**src/rtl/exu_wb_arb_if.sv**
```systemverilog
// exu_wb_arb_if: EXU result bus into the writeback arbiter. The forwarding lookup exists only when WB_FWD_EN is defined.
interface exu_wb_arb_if;
   logic        flush_i;
   logic        alu_reg_we_i;
   logic [4:0]  alu_reg_waddr_i;
   logic [31:0] alu_result_i;
   logic        alu_stall_o;
   logic        ext_valid_i;
   logic        ext_ready_o;
   logic [4:0]  ext_waddr_i;
   logic [31:0] ext_data_i;
   logic        reg_we_o;
   logic [4:0]  reg_waddr_o;
   logic [31:0] reg_wdata_o;
`ifdef WB_FWD_EN
   logic [4:0]  fwd_raddr_i;
   logic        fwd_hit_o;
   logic [31:0] fwd_data_o;
`endif
   modport slave (
`ifdef WB_FWD_EN
      input fwd_raddr_i,
      output fwd_hit_o, fwd_data_o,
`endif
      input flush_i, alu_reg_we_i, alu_reg_waddr_i, alu_result_i,
      input ext_valid_i, ext_waddr_i, ext_data_i,
      output alu_stall_o, ext_ready_o, reg_we_o, reg_waddr_o, reg_wdata_o
   );
   modport master (
`ifdef WB_FWD_EN
      output fwd_raddr_i,
      input fwd_hit_o, fwd_data_o,
`endif
      output flush_i, alu_reg_we_i, alu_reg_waddr_i, alu_result_i,
      output ext_valid_i, ext_waddr_i, ext_data_i,
      input alu_stall_o, ext_ready_o, reg_we_o, reg_waddr_o, reg_wdata_o
   );
endinterface

```
**src/rtl/exu_wb_arb.sv**
```systemverilog
// exu_wb_arb: writeback arbiter merging the ALU and multi-cycle result ports onto one GPR write port.
// Define WB_FWD_EN to add a forwarding lookup over pending results.
module exu_wb_arb #(
   parameter int FIFO_DEPTH = 4,
   parameter int STARVE_LIM = 4
) (
   input logic        clk,
   input logic        rst,
   exu_wb_arb_if.slave wb
);
   localparam int AW = $clog2(FIFO_DEPTH);
   localparam int CW = AW + 1;
   localparam int SW = $clog2(STARVE_LIM + 1);

   logic [4:0]    fifo_waddr_q [FIFO_DEPTH];
   logic [31:0]   fifo_data_q  [FIFO_DEPTH];
   logic [AW-1:0] rd_ptr_q, rd_ptr_d, wr_ptr_q, wr_ptr_d;
   logic [CW-1:0] count_q, count_d;
   logic [SW-1:0] starve_q, starve_d;
   logic          reg_we_q, reg_we_d;
   logic [4:0]    reg_waddr_q, reg_waddr_d;
   logic [31:0]   reg_wdata_q, reg_wdata_d;
   logic          empty, starved, alu_req, alu_win, ext_ok, ext_hs, bypass, pop, push;

   always_comb begin
      empty          = count_q == '0;
      alu_req        = wb.alu_reg_we_i & (wb.alu_reg_waddr_i != '0);
      starved        = (starve_q == SW'(STARVE_LIM)) & ~empty & ~wb.flush_i;
      wb.alu_stall_o = starved;
      wb.ext_ready_o = (count_q < CW'(FIFO_DEPTH)) & ~wb.flush_i;
      ext_ok         = wb.ext_waddr_i != '0;
      ext_hs         = wb.ext_valid_i & wb.ext_ready_o;
      pop            = ~wb.flush_i & ~empty & (starved | ~alu_req);
      alu_win        = alu_req & ~starved;
      bypass         = ext_hs & empty & ~alu_req;
      // x0 results finish the handshake but are neither queued nor written
      push           = ext_hs & ext_ok & ~bypass;
      reg_we_d       = pop | alu_win | (bypass & ext_ok);
      reg_waddr_d    = pop ? fifo_waddr_q[rd_ptr_q] : alu_win ? wb.alu_reg_waddr_i :
                       (bypass & ext_ok) ? wb.ext_waddr_i : reg_waddr_q;
      reg_wdata_d    = pop ? fifo_data_q[rd_ptr_q] : alu_win ? wb.alu_result_i :
                       (bypass & ext_ok) ? wb.ext_data_i : reg_wdata_q;
      rd_ptr_d       = wb.flush_i ? '0 : rd_ptr_q + AW'(pop);
      wr_ptr_d       = wb.flush_i ? '0 : wr_ptr_q + AW'(push);
      count_d        = wb.flush_i ? '0 : count_q + CW'(push) - CW'(pop);
      starve_d       = (wb.flush_i | empty | pop) ? '0 :
                       (alu_win & (starve_q != SW'(STARVE_LIM))) ? starve_q + 1'b1 : starve_q;
   end

   always_ff @(posedge clk) begin
      if (rst) begin
         rd_ptr_q    <= '0;
         wr_ptr_q    <= '0;
         count_q     <= '0;
         starve_q    <= '0;
         reg_we_q    <= 1'b0;
         reg_waddr_q <= '0;
         reg_wdata_q <= '0;
      end else begin
         rd_ptr_q    <= rd_ptr_d;
         wr_ptr_q    <= wr_ptr_d;
         count_q     <= count_d;
         starve_q    <= starve_d;
         reg_we_q    <= reg_we_d;
         reg_waddr_q <= reg_waddr_d;
         reg_wdata_q <= reg_wdata_d;
      end
   end

   always_ff @(posedge clk) begin
      if (push) begin
         fifo_waddr_q[wr_ptr_q] <= wb.ext_waddr_i;
         fifo_data_q[wr_ptr_q]  <= wb.ext_data_i;
      end
   end

   assign wb.reg_we_o    = reg_we_q;
   assign wb.reg_waddr_o = reg_waddr_q;
   assign wb.reg_wdata_o = reg_wdata_q;

`ifdef WB_FWD_EN
   // scan oldest to newest so the youngest match overrides
   always_comb begin
      wb.fwd_hit_o  = 1'b0;
      wb.fwd_data_o = '0;
      if (wb.fwd_raddr_i != '0) begin
         if (reg_we_q && reg_waddr_q == wb.fwd_raddr_i) begin
            wb.fwd_hit_o  = 1'b1;
            wb.fwd_data_o = reg_wdata_q;
         end
         for (int k = 0; k < FIFO_DEPTH; k++) begin
            if (CW'(k) < count_q && fifo_waddr_q[rd_ptr_q + AW'(k)] == wb.fwd_raddr_i) begin
               wb.fwd_hit_o  = 1'b1;
               wb.fwd_data_o = fifo_data_q[rd_ptr_q + AW'(k)];
            end
         end
      end
   end
`endif
endmodule

```
**src/flat_wrapper.sv**
```systemverilog
// flat-port wrapper written by rule: the top's interface ports become plain ports
module exu_wb_arb_flat 
#(
   parameter int FIFO_DEPTH = 4,
   parameter int STARVE_LIM = 4
)
  (clk, rst, wb_flush_i, wb_alu_reg_we_i, wb_alu_reg_waddr_i, wb_alu_result_i, wb_ext_valid_i, wb_ext_waddr_i, wb_ext_data_i, wb_alu_stall_o, wb_ext_ready_o, wb_reg_we_o, wb_reg_waddr_o, wb_reg_wdata_o);
  exu_wb_arb_if wb_i ();
  input logic clk;
  input logic rst;
  input wire logic [$bits(wb_i.flush_i)-1:0] wb_flush_i;
  input wire logic [$bits(wb_i.alu_reg_we_i)-1:0] wb_alu_reg_we_i;
  input wire logic [$bits(wb_i.alu_reg_waddr_i)-1:0] wb_alu_reg_waddr_i;
  input wire logic [$bits(wb_i.alu_result_i)-1:0] wb_alu_result_i;
  input wire logic [$bits(wb_i.ext_valid_i)-1:0] wb_ext_valid_i;
  input wire logic [$bits(wb_i.ext_waddr_i)-1:0] wb_ext_waddr_i;
  input wire logic [$bits(wb_i.ext_data_i)-1:0] wb_ext_data_i;
  output wire logic [$bits(wb_i.alu_stall_o)-1:0] wb_alu_stall_o;
  output wire logic [$bits(wb_i.ext_ready_o)-1:0] wb_ext_ready_o;
  output wire logic [$bits(wb_i.reg_we_o)-1:0] wb_reg_we_o;
  output wire logic [$bits(wb_i.reg_waddr_o)-1:0] wb_reg_waddr_o;
  output wire logic [$bits(wb_i.reg_wdata_o)-1:0] wb_reg_wdata_o;
  assign wb_i.flush_i = wb_flush_i;
  assign wb_i.alu_reg_we_i = wb_alu_reg_we_i;
  assign wb_i.alu_reg_waddr_i = wb_alu_reg_waddr_i;
  assign wb_i.alu_result_i = wb_alu_result_i;
  assign wb_i.ext_valid_i = wb_ext_valid_i;
  assign wb_i.ext_waddr_i = wb_ext_waddr_i;
  assign wb_i.ext_data_i = wb_ext_data_i;
  assign wb_alu_stall_o = wb_i.alu_stall_o;
  assign wb_ext_ready_o = wb_i.ext_ready_o;
  assign wb_reg_we_o = wb_i.reg_we_o;
  assign wb_reg_waddr_o = wb_i.reg_waddr_o;
  assign wb_reg_wdata_o = wb_i.reg_wdata_o;
  exu_wb_arb #(.FIFO_DEPTH(FIFO_DEPTH), .STARVE_LIM(STARVE_LIM)) u_core (.clk(clk), .rst(rst), .wb(wb_i));
endmodule
```
**config.mk**
```make
export PLATFORM = sky130hd
export DESIGN_NAME = exu_wb_arb_flat
export DESIGN_NICKNAME = d
export VERILOG_FILES = /design/src/rtl/exu_wb_arb_if.sv /design/src/rtl/exu_wb_arb.sv /design/src/flat_wrapper.sv
export SDC_FILE = /design/constraint.sdc
export NUM_CORES = 1
export LEC_CHECK = 0
export BUFFER_PORTS_ARGS = -buffer_cell sky130_fd_sc_hd__buf_4
export CAP_MARGIN = 20
export CORE_UTILIZATION = 55
export CTS_CLUSTER_DIAMETER = 150
export DETAILED_ROUTE_END_ITERATION = 12
export PLACE_DENSITY = 0.79
export SYNTH_ARGS = -nofsm -noshare
export SYNTH_HDL_FRONTEND = slang
export SYNTH_SLANG_ARGS = --single-unit
export TNS_END_PERCENT = 5
```
**constraint.sdc**
```tcl
create_clock -name clk -period 5.8 [get_ports clk]
set_input_delay 1.16 -clock clk [delete_from_list [all_inputs] [get_ports clk]]
set_output_delay 1.16 -clock clk [all_outputs]
set_load 0.01 [all_outputs]
```
## Word level (Yosys, flattened, before mapping)

Memory sizes are Yosys's and may differ from the RTL's. A register that Yosys moved wholly into a read port is not among the register bits.
Index checks and enable logic that the tools add are counted.

- Bits in writable memories: 148
- Bits in registers: 48
- Output and inout port bits: 40
- Memories: 2

- Eq/ne operators: 2
- Bitwise gates (word level): 24
- $add $sub $neg: 5
- Muxes and demuxes: 10
- Reductions and logical operators: 6
- $lt $le $gt $ge: 1

Memory list:

| name | words | bits a word | rd ports | clocked after Yosys merged registers in | wr ports | line | text |
|---|---|---|---|---|---|---|---|
| u_core.fifo_data_q | 4 | 32 | 1 | 1 | 1 | exu_wb_arb.sv:16 | `logic [31:0] fifo_data_q [FIFO_DEPTH];` |
| u_core.fifo_waddr_q | 4 | 5 | 1 | 1 | 1 | exu_wb_arb.sv:15 | `logic [4:0] fifo_waddr_q [FIFO_DEPTH];` |

Operators by type and width:

| operator | number |
|---|---|
| $mux W32 | 3 |
| $mux W5 | 3 |
| $and A1 B1 Y1 | 14 |
| $reduce_bool A5 Y1 | 2 |
| $not A1 Y1 | 5 |
| $or A1 B1 Y1 | 5 |
| $add A2 B1 Y2 | 2 |
| $mux W2 | 2 |
| $reduce_or A2 Y1 | 2 |
| $add A3 B1 Y3 | 1 |
| $add A3 B1 Y3 const B | 1 |
| $eq A3 B3 Y1 const B | 1 |
| $logic_not A3 Y1 | 1 |
| $lt A3 B3 Y1 const B | 1 |
| $ne A3 B3 Y1 const B | 1 |
| $reduce_bool A3 Y1 | 1 |
| $sub A3 B1 Y3 | 1 |
| $mux W1 | 2 |

## Depth between registers and ports, before layout

- Depth after elaboration: 9
- Depth in mapped cells: 13

## Least setup slack after synthesis

Ideal clock, no wire load.

- Path kind: in2reg
- Start point: input wb_flush_i
- End point: memory u_core.fifo_data_q[1][0] (enable)
- Stages on the path: 5
- Slack: 0.455 ns
- Arrival time: 4.860 ns
- Required time: 5.315 ns
- Library setup time: 0.485 ns
- Cell sequence: nor2_1 > o211a_1 > clkbuf_1 > o21ai_0 > nor3b_1

- Cells in the longest elaborated chain, start to end: 9

Ends and longest elaborated chain:

| element | line | text |
|---|---|---|
| start, declared | flat_wrapper.sv:11 | `input wire logic [$bits(wb_i.flush_i)-1:0] wb_flush_i;` |
| $not A1 Y1 (*) | exu_wb_arb.sv:30 | `wb.ext_ready_o = (count_q < CW'(FIFO_DEPTH)) & ~wb.flush_i;` |
| $and A1 B1 Y1 (*) | exu_wb_arb.sv:30 |  |
| $and A1 B1 Y1 (*) | exu_wb_arb.sv:32 | `ext_hs = wb.ext_valid_i & wb.ext_ready_o;` |
| $and A1 B1 Y1 (2 in a row) | exu_wb_arb.sv:35 | `bypass = ext_hs & empty & ~alu_req;` |
| $not A1 Y1 | exu_wb_arb.sv:37 | `push = ext_hs & ext_ok & ~bypass;` |
| $and A1 B1 Y1 (*) | exu_wb_arb.sv:37 |  |
| $mux W1 (*) | exu_wb_arb.sv:71 | `if (push) begin` |
| $mux W1 (implied by the code) (*) | exu_wb_arb.sv:73 | `fifo_data_q[wr_ptr_q] <= wb.ext_data_i;` |
| end, declared | exu_wb_arb.sv:16 |  |

Mark *: on every way between the ends. The rest lies on a longest branch, timed or not.

## Final worst setup path

- Start point: input wb_alu_reg_waddr_i[0]
- End point: memory u_core.fifo_data_q[3][2] (enable)

- Cells in the longest elaborated chain, start to end: 8

Ends and longest elaborated chain:

| element | line | text |
|---|---|---|
| start, declared | flat_wrapper.sv:13 | `input wire logic [$bits(wb_i.alu_reg_waddr_i)-1:0] wb_alu_reg_waddr_i;` |
| $reduce_bool A5 Y1 | exu_wb_arb.sv:27 | `alu_req = wb.alu_reg_we_i & (wb.alu_reg_waddr_i != '0);` |
| $and A1 B1 Y1 | exu_wb_arb.sv:27 |  |
| $not A1 Y1 | exu_wb_arb.sv:35 |  |
| $and A1 B1 Y1 | exu_wb_arb.sv:35 |  |
| $not A1 Y1 | exu_wb_arb.sv:37 |  |
| $and A1 B1 Y1 | exu_wb_arb.sv:37 |  |
| $mux W1 | exu_wb_arb.sv:71 |  |
| $mux W1 (implied by the code) | exu_wb_arb.sv:73 |  |

No other way between the ends.

==> results.sh <==
export IMPL_status="finished, final reports clean"
export IMPL_grt_use_total_pct=27.48
export IMPL_critPathCaptureType="flip-flop"
export IMPL_fill_cells=933
export IMPL_drc=0
export IMPL_slew_viol_final=0
export IMPL_syn_area_mm2=0.008147
export IMPL_synth_area_leaders="edfxtp_1, dfxtp_1, mux4_2, nand3_1, a41oi_1"
export IMPL_hpwl_um=11160
export IMPL_grt_pass1_wl_um=30390
export IMPL_cap_violations=0
export IMPL_worstPathRequired_ns=5.85
export IMPL_numCtsBuffers=17
export IMPL_clk_latency_ns=0.43
export IMPL_period_share_pct=57.74
export IMPL_holdBufCountCts=0
export IMPL_cp_max_fo=37
export IMPL_cp_arrival_ns=3.39
export IMPL_rows=44
export IMPL_ys_warnings_count=0
export IMPL_finalClockSkew_ns=0.005615
export IMPL_tns_ns=0
export IMPL_die_w_um=123.7
export IMPL_htreeDepth=4
export IMPL_synth_top_family_by_area="multiplexers"
export IMPL_slew_headroom_pct=32.30
export IMPL_wirelength_um=19910
export IMPL_syn_inst=529
export IMPL_cts_resized=0
export IMPL_r2r_setup_slack_ns=2.76
export IMPL_drt_iter0_drc=591
export IMPL_fmax_ghz=0.2986
export IMPL_io_pins=119
export IMPL_hp_class="reg -> reg"
export IMPL_synth_compound_area_share_pct=8.816
export IMPL_synth_adder_area_share_pct=1.014
export IMPL_ys_types=34
export IMPL_clock_path_buffers=2
export IMPL_cts_root_buf="clkbuf_16"
export IMPL_dieArea_mm2=0.01530
export IMPL_synth_top_area_share_pct=54.55
export IMPL_hold_violations=0
export IMPL_cts_tree="built"
export IMPL_ys_seq_elements=196
export IMPL_firstDrtPassIters=5
export IMPL_yosysTopAreaCell="edfxtp_1"
export IMPL_ir_drop_mv=0.2354
export IMPL_seq_area_frac_synth_pct=66.35
export IMPL_portBuffers=118
export IMPL_cts_num_sinks=196
export IMPL_total_power_mw=3.223
export IMPL_wl_per_cell_um=24.14
export IMPL_dpl_worst_slack_ns=2.055
export IMPL_layout_commonest_cell="edfxtp_1"
export IMPL_ant_nets=0
export IMPL_worstSetupPathType="in -> reg"
export IMPL_fin_nets=713
export IMPL_die_h_um=123.7
export IMPL_finalSetupViolCount=0
export IMPL_synth_simple_area_share_pct=9.983
export IMPL_core_mm2=0.01448
export IMPL_num_vias=5500
export IMPL_initial_core_util_pct=56.27
export IMPL_post_cts_setup_buffer_count=0
export IMPL_layout_common_cells="edfxtp_1, buf_4, nand3_1"
export IMPL_start_kind="primary input"
export IMPL_grt_pass1_vias=5610
export IMPL_n_antenna_cell=0
export IMPL_post_route_min_period_ns=3.349
export IMPL_drive_above_1_share_pct=33.54
export IMPL_synth_mux_area_share_pct=10.35
export IMPL_rsz0062_at_grt="no"
export IMPL_leakagePower_nw=3.375
export IMPL_rr_endpoint="u_core.count_q[2]"
export IMPL_synth_nets=614
export IMPL_worst_slew_pin_slew_ns=1.016
export IMPL_reg2reg_from="u_core.count_q[1]"
export IMPL_fin_hold_ws_ns=0.5867
export IMPL_antenna_found_initial=0
export IMPL_r2r_cells=11
export IMPL_synth_area_per_cell_um2=15.40
export IMPL_routed_via_density=6.667
export IMPL_syn_to_final_growth_pct=22.21
export IMPL_clkTransAtPathRegs_ns=0.07
export IMPL_endpoint="u_core.fifo_data_q[3][2]"
export IMPL_place_gp_congestion=0.7609
export IMPL_grt_max_degree=71
export IMPL_crit_path_start="wb_alu_reg_waddr_i[0]"
export IMPL_layout_setup_ws_ns=2.451
export IMPL_synth_xor_xnor_area_share_pct=0.3225
export IMPL_globalRoute_totalOverflow=0
export IMPL_power_density_mw_per_mm2=323.7
[logic make-up after synthesis]
logic type | count (synthesis)
AOI/OAI and AO/OA | 85
xor gates and xnor gates | 3
adders and majority gates | 6
buffers and inverters | 61
DFF | 196
muxes | 38
and+or+nand+nor | 140
[sequential cells by signal, indices dropped and copies added, names as in the netlist]
name / cells
u_core.count_q: 3
u_core.fifo_data_q: 128
u_core.fifo_waddr_q: 20
u_core.rd_ptr_q: 2
u_core.starve_q: 3
u_core.wb.reg_waddr_o: 5
u_core.wb.reg_wdata_o: 32
u_core.wb.reg_we_o: 1
u_core.wr_ptr_q: 2
[per-layer routing]
metal	vias to the layer above	part of all wire [%]	track usage [%]	routed length (µm)
met5	-	0	0	0
met4	0	2.9	12.73	573
met3	45	8.1	5.311	1604
met2	311	50	45.45	10000
met1	2756	39	35.22	7732
li1	2388	-	-	-
[stage by stage]
stage	instance area, µm²	utilization [%]	instances
2_1_floorplan	8147	-	529
3_3_place_gp	9186	63.45	791
3_5_place_dp	9186	63.45	791
4_1_cts	9901	68.38	823
5_1_grt	9956	68.76	825
6_report	9956	68.76	825
[power by group]
group,internal (mW),switching [mW],leakage [nW],total [mW]
Clock,0.889,0.505,0.343,1.39
Sequential,1.55,0.0202,1.73,1.57
Combinational,0.121,0.142,1.30,0.263
[layout make-up]
| class | instances | area, µm² | area share (%) |
|---|---|---|---|
| Multi-Input combinational cell | 272 | 2539 | 25.50 |
| Inverter | 9 | 33.78 | 0.3393 |
| Sequential cell | 196 | 5408 | 54.32 |
| Clock buffer | 20 | 466.7 | 4.688 |
| Timing Repair Buffer | 132 | 1031 | 10.36 |
| Tap cell | 184 | 230.2 | 2.312 |
| Clock inverter | 12 | 247.7 | 2.488 |
[worst min path at each step]
stage,startpoint,end,slack (ns),cells past startpoint
2_1_floorplan,u_core.starve_q[0],u_core.starve_q[0],0.50,2
3_3_place_gp,u_core.starve_q[0],u_core.starve_q[0],0.51,2
3_5_place_dp,u_core.starve_q[0],u_core.starve_q[0],0.56,2
4_1_cts,u_core.starve_q[0],u_core.starve_q[0],0.58,2
5_1_grt,u_core.starve_q[2],u_core.starve_q[2],0.61,2
6_report,u_core.starve_q[0],u_core.starve_q[0],0.59,2
[worst max-delay path, cell delays in order]
cell and delay, ns:
buf_4 0.11, or4_4 0.59, o21a_2 0.23, o21ai_0 0.52, inv_1 0.17, and3_2 0.59
[cell usage after synthesis (all sizes together)]
| cell | instances |
|---|---|
| o211a | 1 |
| o31ai | 1 |
| and2 | 1 |
| clkbuf | 40 |
| mux2i | 1 |
| mux4 | 37 |
| dfxtp | 48 |
| ha | 5 |
| nor3 | 4 |
| xnor2 | 2 |
| nor3b | 2 |
| or4 | 3 |
| a41oi | 37 |
| edfxtp | 148 |
| nand2 | 3 |
| inv | 9 |
| a21oi | 2 |
| nand3b | 37 |
| o21ai | 4 |
| nor2 | 7 |
| o21a | 2 |
| nor4 | 1 |
| or3 | 2 |
| nand3 | 75 |
| and3 | 5 |
| o41ai | 37 |
| buf | 12 |
| xor2 | 1 |
| a21boi | 1 |
| fa | 1 |
No activity file was read; power rests on OpenSTA's default activity.
